<file path="src/rtl/alu_issue_stage.sv">
// ALU issue stage: request FIFO feeding a combinational ALU, with a registered
// result slot, overflow sticky flag and capture counter.
module alu_issue_stage #(
  parameter int DEPTH = 4
) (
  input  logic        clk,
  input  logic        rst_n,
  input  logic        in_valid,
  output logic        in_ready,
  input  logic [31:0] in_a,
  input  logic [31:0] in_b,
  input  logic [2:0]  in_op,
  output logic [31:0] alu_A,
  output logic [31:0] alu_B,
  output logic [2:0]  alu_ctr,
  input  logic [31:0] alu_res,
  input  logic        alu_co,
  input  logic        alu_zero,
  input  logic        alu_overflow,
  output logic        out_valid,
  input  logic        out_ready,
  output logic [31:0] out_res,
  output logic [2:0]  out_flags,
  output logic        ovf_sticky,
  input  logic        clr_sticky,
  output logic [15:0] op_count
);

  // Handshakes: a transfer happens on a rising edge where valid and ready are
  // both 1; valid never depends combinationally on ready from the same side.

  localparam int AW = (DEPTH > 1) ? $clog2(DEPTH) : 1;
  localparam int CW = $clog2(DEPTH) + 1;

  logic [31:0]   mem_a  [DEPTH];
  logic [31:0]   mem_b  [DEPTH];
  logic [2:0]    mem_op [DEPTH];
  logic [AW-1:0] wr_ptr;
  logic [AW-1:0] rd_ptr;
  logic [CW-1:0] count;

  logic empty;
  logic push;
  logic capture;

  assign empty    = (count == '0);
  assign in_ready = (count < CW'(DEPTH));
  assign push     = in_valid && in_ready;
  // The head is captured only once it was visible before the edge, so a push
  // into an empty FIFO always spends one cycle at the head.
  assign capture  = !empty && (!out_valid || out_ready);

  assign alu_A   = empty ? 32'h0 : mem_a[rd_ptr];
  assign alu_B   = empty ? 32'h0 : mem_b[rd_ptr];
  assign alu_ctr = empty ? 3'b000 : mem_op[rd_ptr];

  // Storage needs no reset: validity is carried entirely by count/pointers.
  always_ff @(posedge clk) begin
    if (push) begin
      mem_a[wr_ptr]  <= in_a;
      mem_b[wr_ptr]  <= in_b;
      mem_op[wr_ptr] <= in_op;
    end
  end

  always_ff @(posedge clk or negedge rst_n) begin
    if (!rst_n) begin
      wr_ptr <= '0;
      rd_ptr <= '0;
      count  <= '0;
    end else begin
      if (push)    wr_ptr <= wr_ptr + AW'(1);
      if (capture) rd_ptr <= rd_ptr + AW'(1);
      case ({push, capture})
        2'b10:   count <= count + CW'(1);
        2'b01:   count <= count - CW'(1);
        default: count <= count;
      endcase
    end
  end

  always_ff @(posedge clk or negedge rst_n) begin
    if (!rst_n) begin
      out_valid  <= 1'b0;
      out_res    <= 32'h0;
      out_flags  <= 3'b000;
      ovf_sticky <= 1'b0;
      op_count   <= 16'h0;
    end else begin
      if (capture) begin
        out_valid <= 1'b1;
        out_res   <= alu_res;
        out_flags <= {alu_overflow, alu_zero, alu_co};
        op_count  <= op_count + 16'd1;
      end else if (out_ready) begin
        out_valid <= 1'b0;
      end
      // A new overflow outranks a clear arriving on the same edge.
      if (capture && alu_overflow) ovf_sticky <= 1'b1;
      else if (clr_sticky)         ovf_sticky <= 1'b0;
    end
  end

endmodule

</file>
<file path="config.mk">
export PLATFORM = sky130hd
export DESIGN_NAME = alu_issue_stage
export DESIGN_NICKNAME = d
export VERILOG_FILES = /design/src/rtl/alu_issue_stage.sv
export SDC_FILE = /design/constraint.sdc
export NUM_CORES = 1
export LEC_CHECK = 0
export BUFFER_PORTS_ARGS = -buffer_cell sky130_fd_sc_hd__buf_2
export CORE_ASPECT_RATIO = 0.9
export CORE_MARGIN = 2
export CORE_UTILIZATION = 56
export CTS_CLUSTER_DIAMETER = 100
export CTS_CLUSTER_SIZE = 30
export DETAILED_ROUTE_END_ITERATION = 12
export PLACE_DENSITY_LB_ADDON = 0.08
export SETUP_SLACK_MARGIN = 0.05
export SKIP_LAST_GASP = 1
export SLEW_MARGIN = 20
export SYNTH_ARGS = -nofsm -noshare
export SYNTH_HDL_FRONTEND = slang
export SYNTH_SLANG_ARGS = --single-unit
</file>
<file path="constraint.sdc">
create_clock -name clk -period 2.95 [get_ports clk]
set_input_delay 0.7375 -clock clk [delete_from_list [all_inputs] [get_ports clk]]
set_output_delay 0.7375 -clock clk [all_outputs]
set_load 0.05 [all_outputs]
</file>
**Yosys cells after proc, flatten, opt, wreduce, memory -nomap -nowiden**

Memories as Yosys holds them, arrays and structs flattened.
Cells that the tools add are included.

- Memories kept: 3
- Input bits: 107
- Output and inout bits: 121
- Bits in writable memories: 268
- Register bits: 60
- Logic and storage cells: 39

Memory list:

| memory | depth | width | read ports | clocked after memory_dff | write ports | line | RTL |
|---|---|---|---|---|---|---|---|
| mem_a | 4 | 32 | 1 | 0 | 1 | 35 | `logic [31:0] mem_a [DEPTH];` |
| mem_b | 4 | 32 | 1 | 0 | 1 | 36 | `logic [31:0] mem_b [DEPTH];` |
| mem_op | 4 | 3 | 1 | 0 | 1 | 37 | `logic [2:0] mem_op [DEPTH];` |

- Order comparisons: 1
- Eq/ne operators: 2
- Mux-type cells: 10
- Add/sub/neg operators: 5
- Reduce and logical (&&, ||, !) cells: 10

Operators with widths:

| cell | count |
|---|---|
| 32-bit two-way mux | 2 |
| 16-bit by 1-bit adder with 16-bit output (second input constant) | 1 |
| 1-bit two-way mux | 6 |
| 3-bit case mux with 2 select lines | 1 |
| 2-bit nonzero test | 3 |
| 2-bit by 1-bit adder with 2-bit output (second input constant) | 2 |
| 3-bit by 1-bit adder with 3-bit output (second input constant) | 1 |
| 1-bit logical AND | 3 |
| 3-bit zero test | 1 |
| 3-bit less-than comparator (second input constant) | 1 |
| 3-bit two-way mux | 1 |
| 3-bit by 1-bit subtractor with 3-bit output (second input constant) | 1 |
| 2-bit by 1-bit == test with 1-bit output (second input constant) | 1 |
| 2-bit == test (second input constant) | 1 |
| 1-bit zero test | 2 |
| 1-bit logical OR | 1 |

**Logic depth before layout (Yosys ltp)**

Gate-level depths: netlist (run 1).

- Depth after elaboration: 5
- Mapped depth: 11
- Depth with buffers taken out: 8

**Worst setup path after synthesis (run 1)**

No wires, ideal clock.

- Path type: input -> register
- Start: input in_valid
- End: memory mem_a[2][0] (enable)
- Arrival time: 2.681 ns
- Required time: 2.518 ns
- Path slack: -0.163 ns
- Library setup time: 0.432 ns
- Stages on the path: 3
- Path through: nor2b_1 > clkbuf_1 > and2_1

- Cells in the longest elaborated chain, start to end: 3

RTL lines:

| item | line | RTL |
|---|---|---|
| start: declaration | 8 | `input logic in_valid,` |
| 1-bit logical AND | 48 | `assign push = in_valid && in_ready;` |
| 1-bit two-way mux | 59 | `if (push) begin` |
| 1-bit two-way mux (implied by the code) | 60 | `mem_a[wr_ptr] <= in_a;` |
| end: declaration | 35 |  |

No other way between the ends.

**Final worst setup path (run 1)**

- Start: register rd_ptr[0]
- End: output alu_B[2]

- Cells in the longest elaborated chain, start to end: 2

RTL lines:

| item | line | RTL |
|---|---|---|
| start: declaration | 39 | `logic [AW-1:0] rd_ptr;` |
| start signal: assignment | 73 | `if (capture) rd_ptr <= rd_ptr + AW'(1);` |
| memory read 4 x 32 bit | -- |  |
| 32-bit two-way mux | 54 | `assign alu_B = empty ? 32'h0 : mem_b[rd_ptr];` |
| end: declaration | 14 | `output logic [31:0] alu_B,` |

No other way between the ends.

==> results of run 1 <==
## layout make-up
cell class | count | share of cell area [%]
sequential | 328 | 62.3
multi-input combinational | 240 | 19.4
timing repair buffer | 260 | 12.8
clock buffer | 24 | 2.73
tap | 297 | 2.42
inverter | 11 | 0.269
antenna | 1 | 0.0163
## critical path, stage by stage, from the launching register on
cell	delay [ps]
dfrtp_4	530
buf_4	170
clkbuf_16	160
mux4_2	410
and2_1	180
buf_4	190
## synthesized netlist by cell type, drive strengths merged (4+ instances only)
master,instances
buf,17
xor2,11
clkbuf,13
xnor2,10
inv,11
nand2,8
nand4,4
mux4,67
dfrtp,60
ha,6
edfxtp,268
nor3,6
nor2,4
and2,73
mux2,35
## metrics by stage
stage,power [µW],instances
2_1_floorplan,12500,609
3_3_place_gp,14300,1120
3_5_place_dp,14400,1120
4_1_cts,16700,1146
5_1_grt,18400,1160
6_report,17600,1161
## timing repair
action | CTS | global route
buffers inserted | 2 | 7
setup endpoints to repair | 67 | 67
hold endpoints to repair | 0 | 0
gates resized for setup | 1 | 172
pin swaps | 0 | 0
gates cloned | 0 | 7
## worst paths after layout
kind,from,end,depth (start not counted)
max in group asynchronous,rst_n,out_res[27],2
max reg2reg,count[0],count[1],7
max,rd_ptr[0],alu_B[2],5
min,rst_n,out_res[17],1
min in group clk,clr_sticky,ovf_sticky,2
min reg2reg,op_count[15],op_count[15],1
## cell usage in the layout, fill, tap and decap left out, types with 2 or more instances in the layout
cell and instances:
clkbuf_1 8, mux2_4 32, buf_4 37, and2_4 8
edfxtp_1 268, mux2_2 3, nand2b_1 3, nand3_1 3
buf_8 2, buf_12 13, dfrtp_4 2, o21ai_0 3
ha_1 6, nor2_1 4, xor2_1 11, buf_6 38
and2_1 65, nand4_1 4, dfrtp_1 58, xnor2_1 10
inv_1 11, mux4_2 67, buf_2 164, clkbuf_16 20
nand2_1 8, and3_1 2, nor3_1 6
## flip-flops by register name, indices dropped and copies added (netlist names), 2 cells and up
signal and cells:
out_res 32, mem_b 128, mem_a 128, mem_op 12
count 3, wr_ptr 2, out_flags 3, rd_ptr 2
op_count 16
## where the power goes
part	switching (µW)	internal, µW	total (µW)
registers	341	5870	6210
clock network	1310	989	2290
logic	5610	3530	9130
total	7250	10400	17600
## metal layers
metal / wire [µm] / global-route usage (%)
met5: 13 / 0
met4: 338 / 3.76
met3: 1570 / 3.90
met2: 12100 / 33.6
met1: 10200 / 27.5
## logic make-up (layout without fill, tap and decap cells)
group,after synthesis,count (layout),share of synthesized area [%]
DFF,328,328,74.9
and+or+nand+nor,106,106,4.90
xor gates and xnor gates,21,21,1.44
other,0,1,0
AOI/OAI and AO/OA,3,3,0.118
adders and majority gates,7,7,0.746
buffers and inverters,41,295,1.90
muxes,103,103,16.0
==> run_results.csv, run 1 <==
group,metric,value,unit
sta,fmax,349,MHz
synth,synth_cells,609,
synth,synth_seq_area_share,74.9,%
layout,final_nets,969,
synth,async_flop_share,18.3,%
setup_path,worstSetupPathType,"reg -> out",
global_route,grt_pass1_wl,36.5,mm
layout,final_cell_area,15300,µm²
layout,layout-drive-gt1-share,45.1,%
sta,skew,11.7,ps
route,vias,6369,
route,drtIter0Drc,395,
synth,synth_area_leader_cell,"edfxtp_1",
sta,fin_crit,2870,ps
synth,synth_cell_types,29,
setup_path,crit_required,2210,ps
job,maxCapViolations,0,
synth,avgSynthCellArea,20.9,µm²
clocking,cts_tree,"built",
global_route,antenna_found_initial,3,
power_and_ir_drop,p_per_area,1150,nW/µm²
sta,hold_viol,0,
synth,netlist_area,12700,µm²
sta,hold-worst-slack,273,ps
sta,rsz0062_at_grt,"yes",
layout,fin_util,68.3,%
setup_path,cp-end-kind,"output pin",
floorplan,die_area,24000,µm²
floorplan,die_w,163,µm
global_route,grt_max_degree,53,
layout,multi_input_area,2970,µm²
run_status,status,"finished clean",
sta,setup_ws,81.4,ps
placed_design,gp_congestion,0.734,
route,first_pass_iters,4,
sta,worst_pin_slew,693,ps
global_route,grt.total_usage,19.8,%
route,drtAntennaViolNets,0,
sta,slew_violations,0,
setup_path,critPathMaxFanout,6,
worst_hold_path,min_path_type,"in -> async",
layout,seqCellArea,9560,µm²
floorplan,initial_core_util,56.8,%
synth,yosys_most_used_dff,"edfxtp_1",
clocking,cts_buffer_depth,3,
route,via_per_inst,5.49,
setup_path,rrSetupSlack,740,ps
placed_design,dp_slack,371,ps
synth,synth_nets,723,
floorplan,die_h,147,µm
power_and_ir_drop,p_leak,0.00578,µW
clocking,clk_pin_slew,110,ps
layout,area_growth,20.3,%
sta,relSlewSlack,53.8,%
placed_design,placed_cell_area,14400,µm²
route,wl_per_cell,20.9,µm
route,drt_wl_total,24.2,mm
synth,synth_top_area_share,63.2,%
floorplan,rows,52,
synth,ys_warn_count,0,
placed_design,io_buffer_count,227,
clocking,ctsHoldBuffers,0,
clocking,root_buffer,"clkbuf_16",
sta,post-route-period-util,97.2,%
setup_path,start_kind,"flop",
global_route,grt_overflow,0,
route,remaining_drc_errors,0,
synth,synthTopCellsByArea,"edfxtp_1, mux4_2, dfrtp_1",
power_and_ir_drop,ir_drop,0.799,mV
layout,fillers,1516,
synth,synth_edf_count,268,
sta,finalSetupViolations,0,
global_route,grt_pass1_vias,6645,
placed_design,hpwl,14.9,mm
clocking,cts_buffers,14,
setup_path,worst_ep_arrival_time,2130,ps
clocking,clk_latency,490,ps
floorplan,core_area,22400,µm²
synth,synth-seq-cells,328,
clocking,cts-htree-levels,1,
floorplan,ioPinCount,228,
clocking,clock_sinks,328,
sta,fin_tns_setup,0,ps
Note: power is estimated with default switching activity, not from simulation.
==> run 2: changes to the inputs <==
Settings changed: BUFFER_PORTS_ARGS -buffer_cell sky130_fd_sc_hd__buf_2 to -buffer_cell sky130_fd_sc_hd__clkbuf_2.
==> run_results.csv, run 2 (synthesis gave the netlist of run 1 again) <==
group,metric,value,unit
clocking,cts_buffer_depth,3,
layout,layout-drive-gt1-share,49.7,%
layout,fillers,1453,
global_route,grt_max_degree,72,
clocking,clk_pin_slew,110,ps
power_and_ir_drop,ir_drop,0.905,mV
setup_path,worstPathCellList,"buf_12, clkbuf_16, mux4_2, and2_4, buf_6",
clocking,clock_sinks,328,
global_route,met3_usage,4.49,%
layout,final_nets,964,
power_and_ir_drop,fin_total_pwr,18200,µW
sta,skew,9.20,ps
setup_path,rrSetupSlack,690,ps
global_route,grt_pass1_vias,6653,
floorplan,initial_core_util,56.8,%
clocking,ctsHoldBuffers,0,
setup_path,cp_slowest_cell,"mux4_2",
clocking,root_buffer,"clkbuf_16",
job,maxCapViolations,0,
sta,fin_crit,2880,ps
setup_path,rr_endpoint,"count[1]",
sta,post-route-period-util,97.8,%
worst_hold_path,min_path_type,"in -> async",
route,drtIter0Drc,371,
power_and_ir_drop,p_leak,0.00591,µW
power_and_ir_drop,p_per_area,1170,nW/µm²
run_status,status,"finished clean",
setup_path,critPathMaxFanout,8,
layout,area_growth,21.5,%
clocking,clk_latency,500,ps
route,vias,6364,
sta,finalSetupViolations,0,
setup_path,cp_num_buf_inv,3,
sta,relSlewSlack,48.1,%
setup_path,path_delay_family,"multiplexers",
floorplan,core_area,22400,µm²
clocking,cts_buffers,14,
sta,worst_pin_slew,778,ps
placed_design,gp_congestion,0.735,
setup_path,worst_ep_arrival_time,2150,ps
sta,fmax,347,MHz
sta,fin_tns_setup,0,ps
setup_path,cp-end-kind,"output pin",
layout,top_regs,"mem_a: 128 flops, mem_b: 128 flops, out_res: 32 flops",
global_route,use_met1,28.7,%
placed_design,io_buffer_count,227,
layout,final_cell_mix,"edfxtp_1, clkbuf_2, mux4_2",
floorplan,die_area,24000,µm²
global_route,grt_overflow,0,
global_route,grt.total_usage,20.2,%
sta,rsz0062_at_grt,"yes",
route,first_pass_iters,4,
sta,slew_violations,0,
clocking,cts-htree-levels,1,
placed_design,hpwl,15.1,mm
global_route,grt_util_met2,33.3,%
setup_path,rr_startpoint,"count[0]",
route,drtAntennaViolNets,0,
global_route,antenna_found_initial,3,
layout,final_common_cell,"edfxtp_1",
layout,fin_util,69.0,%
floorplan,rows,52,
setup_path,ff2ff_path_depth,7,
route,via_per_inst,5.50,
setup_path,start_kind,"flop",
floorplan,ioPinCount,228,
route,drt_wl_total,24.6,mm
setup_path,crit_required,2210,ps
route,remaining_drc_errors,0,
global_route,grt.busiest_layer,"met2",
route,wl_per_cell,21.3,µm
floorplan,die_h,147,µm
setup_path,worstSetupPathType,"reg -> out",
clocking,cts_tree,"built",
sta,hold_viol,0,
global_route,grt_pass1_wl,37.1,mm
setup_path,cp_slowest_stage_delay,520,ps
floorplan,die_w,163,µm
==> run 2: changes by cell type in the layout (fill, tap and decap cells not counted), sizes merged <==
cell,delta
clkbuf,+172
buf,-177
diode,+1
==> run 2: metal layers <==
metal / vias up / wire length [µm]
met3: 21 / 1630
met2: 199 / 12000
met4: 2 / 395
li1: 2833 / -
met5: - / 13
met1: 3309 / 10600
==> run 2: layout make-up <==
cell class	count	area (µm²)	area share (%)
Inverter	11	41.3	0.267
Tap cell	297	372	2.40
Antenna cell	2	5.00	0.0323
Sequential cell	328	9560	61.7
Timing Repair Buffer	255	2010	13.0
Clock buffer	24	419	2.71
Multi-Input combinational cell	240	3080	19.9
==> run 2: worst max path at each step <==
stage                   start  slack (ps)        end  cells after the start
detailed placement  rd_ptr[0]         400  alu_A[18]                      4
CTS                 rd_ptr[0]         -20   alu_B[9]                      5
global placement    rd_ptr[0]         430  alu_A[17]                      4
floorplan           rd_ptr[0]         440  alu_B[25]                      5
global route        rd_ptr[0]          -9  alu_B[11]                      5
finish              rd_ptr[0]          70  alu_B[11]                      5
==> run 2: timing repair <==
item	4_1_cts	5_1_grt
hold endpoints to repair	0	0
setup endpoints to repair	67	62
gates cloned	1	4
buffers inserted	5	0
gates resized for setup	59	173
pin swaps	0	0
==> run 2: power breakdown <==
group	total (µW)	switching, µW	internal, µW
Clock	2280	1290	988
Sequential	6220	349	5870
Combinational	9680	5720	3960
Total	18200	7360	10800
==> run 2: per-stage QoR <==
stage | cells | cell area (µm²) | setup slack (ps) | hold slack, ps
6_report | 1157 | 15500 | 65.2 | 303
4_1_cts | 1151 | 15000 | -16.4 | 302
2_1_floorplan | 609 | 12700 | 442 | 442
3_3_place_gp | 1121 | 14300 | 427 | 471
5_1_grt | 1155 | 15500 | -8.80 | 345
3_5_place_dp | 1121 | 14300 | 399 | 480
==> run 3: changes to the inputs <==
Settings changed: CORE_UTILIZATION 56 to 60, CTS_CLUSTER_DIAMETER 100 to default, RECOVER_POWER from default to 50.
Clock period 2.95 ns to 3.4 ns, I/O delays scaled along.
==> run_results.csv, run 3 (synthesis gave the netlist of run 1 again) <==
group,metric,value,unit
run_status,status,"finished, violations left",
run_status,violations,"max-capacitance violations, max-slew violations",
placed_design,placed_cell_area,14300,µm²
sta,finalSetupViolations,0,
global_route,grt_max_degree,43,
sta,rsz0062_at_grt,"no",
power_and_ir_drop,pwr-share-seq,34.5,%
layout,final_cell_mix,"edfxtp_1, clkbuf_2, and2_1",
setup_path,worstSetupPathType,"reg -> out",
placed_design,gp_congestion,0.761,
global_route,grt.total_usage,21.7,%
clocking,clk_latency,550,ps
route,drtIter0Drc,458,
route,remaining_drc_errors,0,
layout,top_regs,"mem_a: 128 flops, mem_b: 128 flops, out_res: 32 flops",
route,drtAntennaViolNets,0,
sta,skew,13.3,ps
route,vias,6420,
sta,setup_ws,249,ps
layout,final_cell_area,15300,µm²
clocking,cts_tree,"built",
power_and_ir_drop,p_comb_share,43.2,%
setup_path,rr_endpoint,"mem_a[1][17]",
clocking,clk_pin_slew,60,ps
clocking,clock_sinks,328,
floorplan,initial_core_util,61.2,%
clocking,ctsHoldBuffers,0,
placed_design,dp.cells,1111,
layout,fin_cells,1170,
setup_path,worst_ep_arrival_time,2300,ps
clocking,cts_buffers,31,
sta,fin_tns_setup,0,ps
layout,final_nets,975,
power_and_ir_drop,ir_drop,0.841,mV
placed_design,dp_slack,519,ps
clocking,cts_buffer_depth,3,
layout,layout-drive-gt1-share,37.7,%
clocking,root_buffer,"clkbuf_16",
layout,fillers,1317,
layout,diodes,0,
power_and_ir_drop,p_int,9430,µW
sta,post-route-period-util,92.7,%
power_and_ir_drop,clockPowerShare,22.3,%
floorplan,die_h,142,µm
setup_path,ff2ff_path_depth,3,
setup_path,critPathMaxFanout,41,
route,via_per_inst,5.49,
power_and_ir_drop,p_sw_share,40.4,%
global_route,grt_pass1_vias,6748,
setup_path,start_kind,"flop",
power_and_ir_drop,switchingPower,6400,µW
floorplan,die_area,22400,µm²
route,drt_wl_total,24.0,mm
route,wl_per_cell,20.5,µm
layout,multi_input_area,2950,µm²
sta,fmax,317,MHz
floorplan,die_w,158,µm
placed_design,hpwl,15.6,mm
floorplan,ioPinCount,228,
worst_hold_path,min_path_type,"in -> reg",
route,first_pass_iters,5,
floorplan,core_area,20800,µm²
global_route,grt_pass1_wl,37.0,mm
setup_path,rr_startpoint,"count[2]",
job,maxCapViolations,5,
global_route,grt_overflow,0,
setup_path,worstSetupStartpoint,"count[0]",
sta,worst_pin_slew,2040,ps
setup_path,cp-endpoint,"alu_ctr[0]",
power_and_ir_drop,p_leak,0.00568,µW
sta,hold_viol,0,
sta,slew_violations,160,
setup_path,crit_required,2550,ps
layout,seqCellArea,9560,µm²
setup_path,rrSetupSlack,500,ps
floorplan,rows,50,
layout,final_common_cell,"edfxtp_1",
placed_design,io_buffer_count,227,
layout,area_growth,19.7,%
global_route,antenna_found_initial,0,
setup_path,cp-end-kind,"output pin",
sta,fin_crit,3150,ps
sta,hold-worst-slack,502,ps
power_and_ir_drop,p_per_area,1040,nW/µm²
sta,relSlewSlack,-35.8,%
clocking,cts-htree-levels,1,
run 3: cell count changes in the layout (fill, tap and decap cells not counted), sizes merged:
cell	previous run	this run
clkbuf	201	261
buf	78	21
clkinv	0	13
bufinv	0	6
clkinvlp	0	3
diode	2	0
inv	11	12
run 3: timing repair:
item,CTS,global route
setup buffers,3,0
setup endpoints to repair,32,0
gates resized for setup,1,0
run 3: metrics by stage:
stage	utilization, %	total power [µW]
3_5_place_dp	68.5	12400
3_3_place_gp	68.5	12300
5_1_grt	73.2	16500
4_1_cts	73.7	16000
2_1_floorplan	-	10800
6_report	73.2	15800
run 3: cell type report:
type                    instances  area share (%)
clock buffers                  33            5.13
clock inverters                23            1.79
inverters                      11           0.271
multi-input cells             240            19.4
flip-flops and latches        328            62.6
well taps                     286            2.35
repair buffers                249            8.45
run 3: critical path, cell delays in order (launching register included):
cell	delay [ps]
dfrtp_1	410
or3_4	580
buf_4	310
and2_1	180
clkbuf_2	230
run 3: power by group through the flow:
stage | Clock [µW] | Sequential (µW) | Combinational (µW)
5_1_grt | 3760 | 5520 | 7220
4_1_cts | 3580 | 5460 | 6960
6_report | 3530 | 5450 | 6840
3_3_place_gp | 0 | 5520 | 6800
3_5_place_dp | 0 | 5570 | 6840
2_1_floorplan | 0 | 6170 | 4670
run 3: metal layers:
| layer | track usage, % | wire length [µm] | vias up |
|---|---|---|---|
| met4 | 5.02 | 472 | 0 |
| met1 | 30.7 | 9970 | 3293 |
| li1 | - | - | 2873 |
| met3 | 4.93 | 1640 | 33 |
| met2 | 35.4 | 11900 | 221 |
| met5 | 0 | 0 | - |
run 3: worst min-delay path by stage:
stage / from / to / cells past startpoint
global placement: op_count[15] / op_count[15] / 1
detailed placement: out_res[26] / out_res[26] / 1
global route: clr_sticky / ovf_sticky / 2
floorplan: count[0] / count[0] / 1
finish: clr_sticky / ovf_sticky / 2
CTS: rst_n / out_res[28] / 1
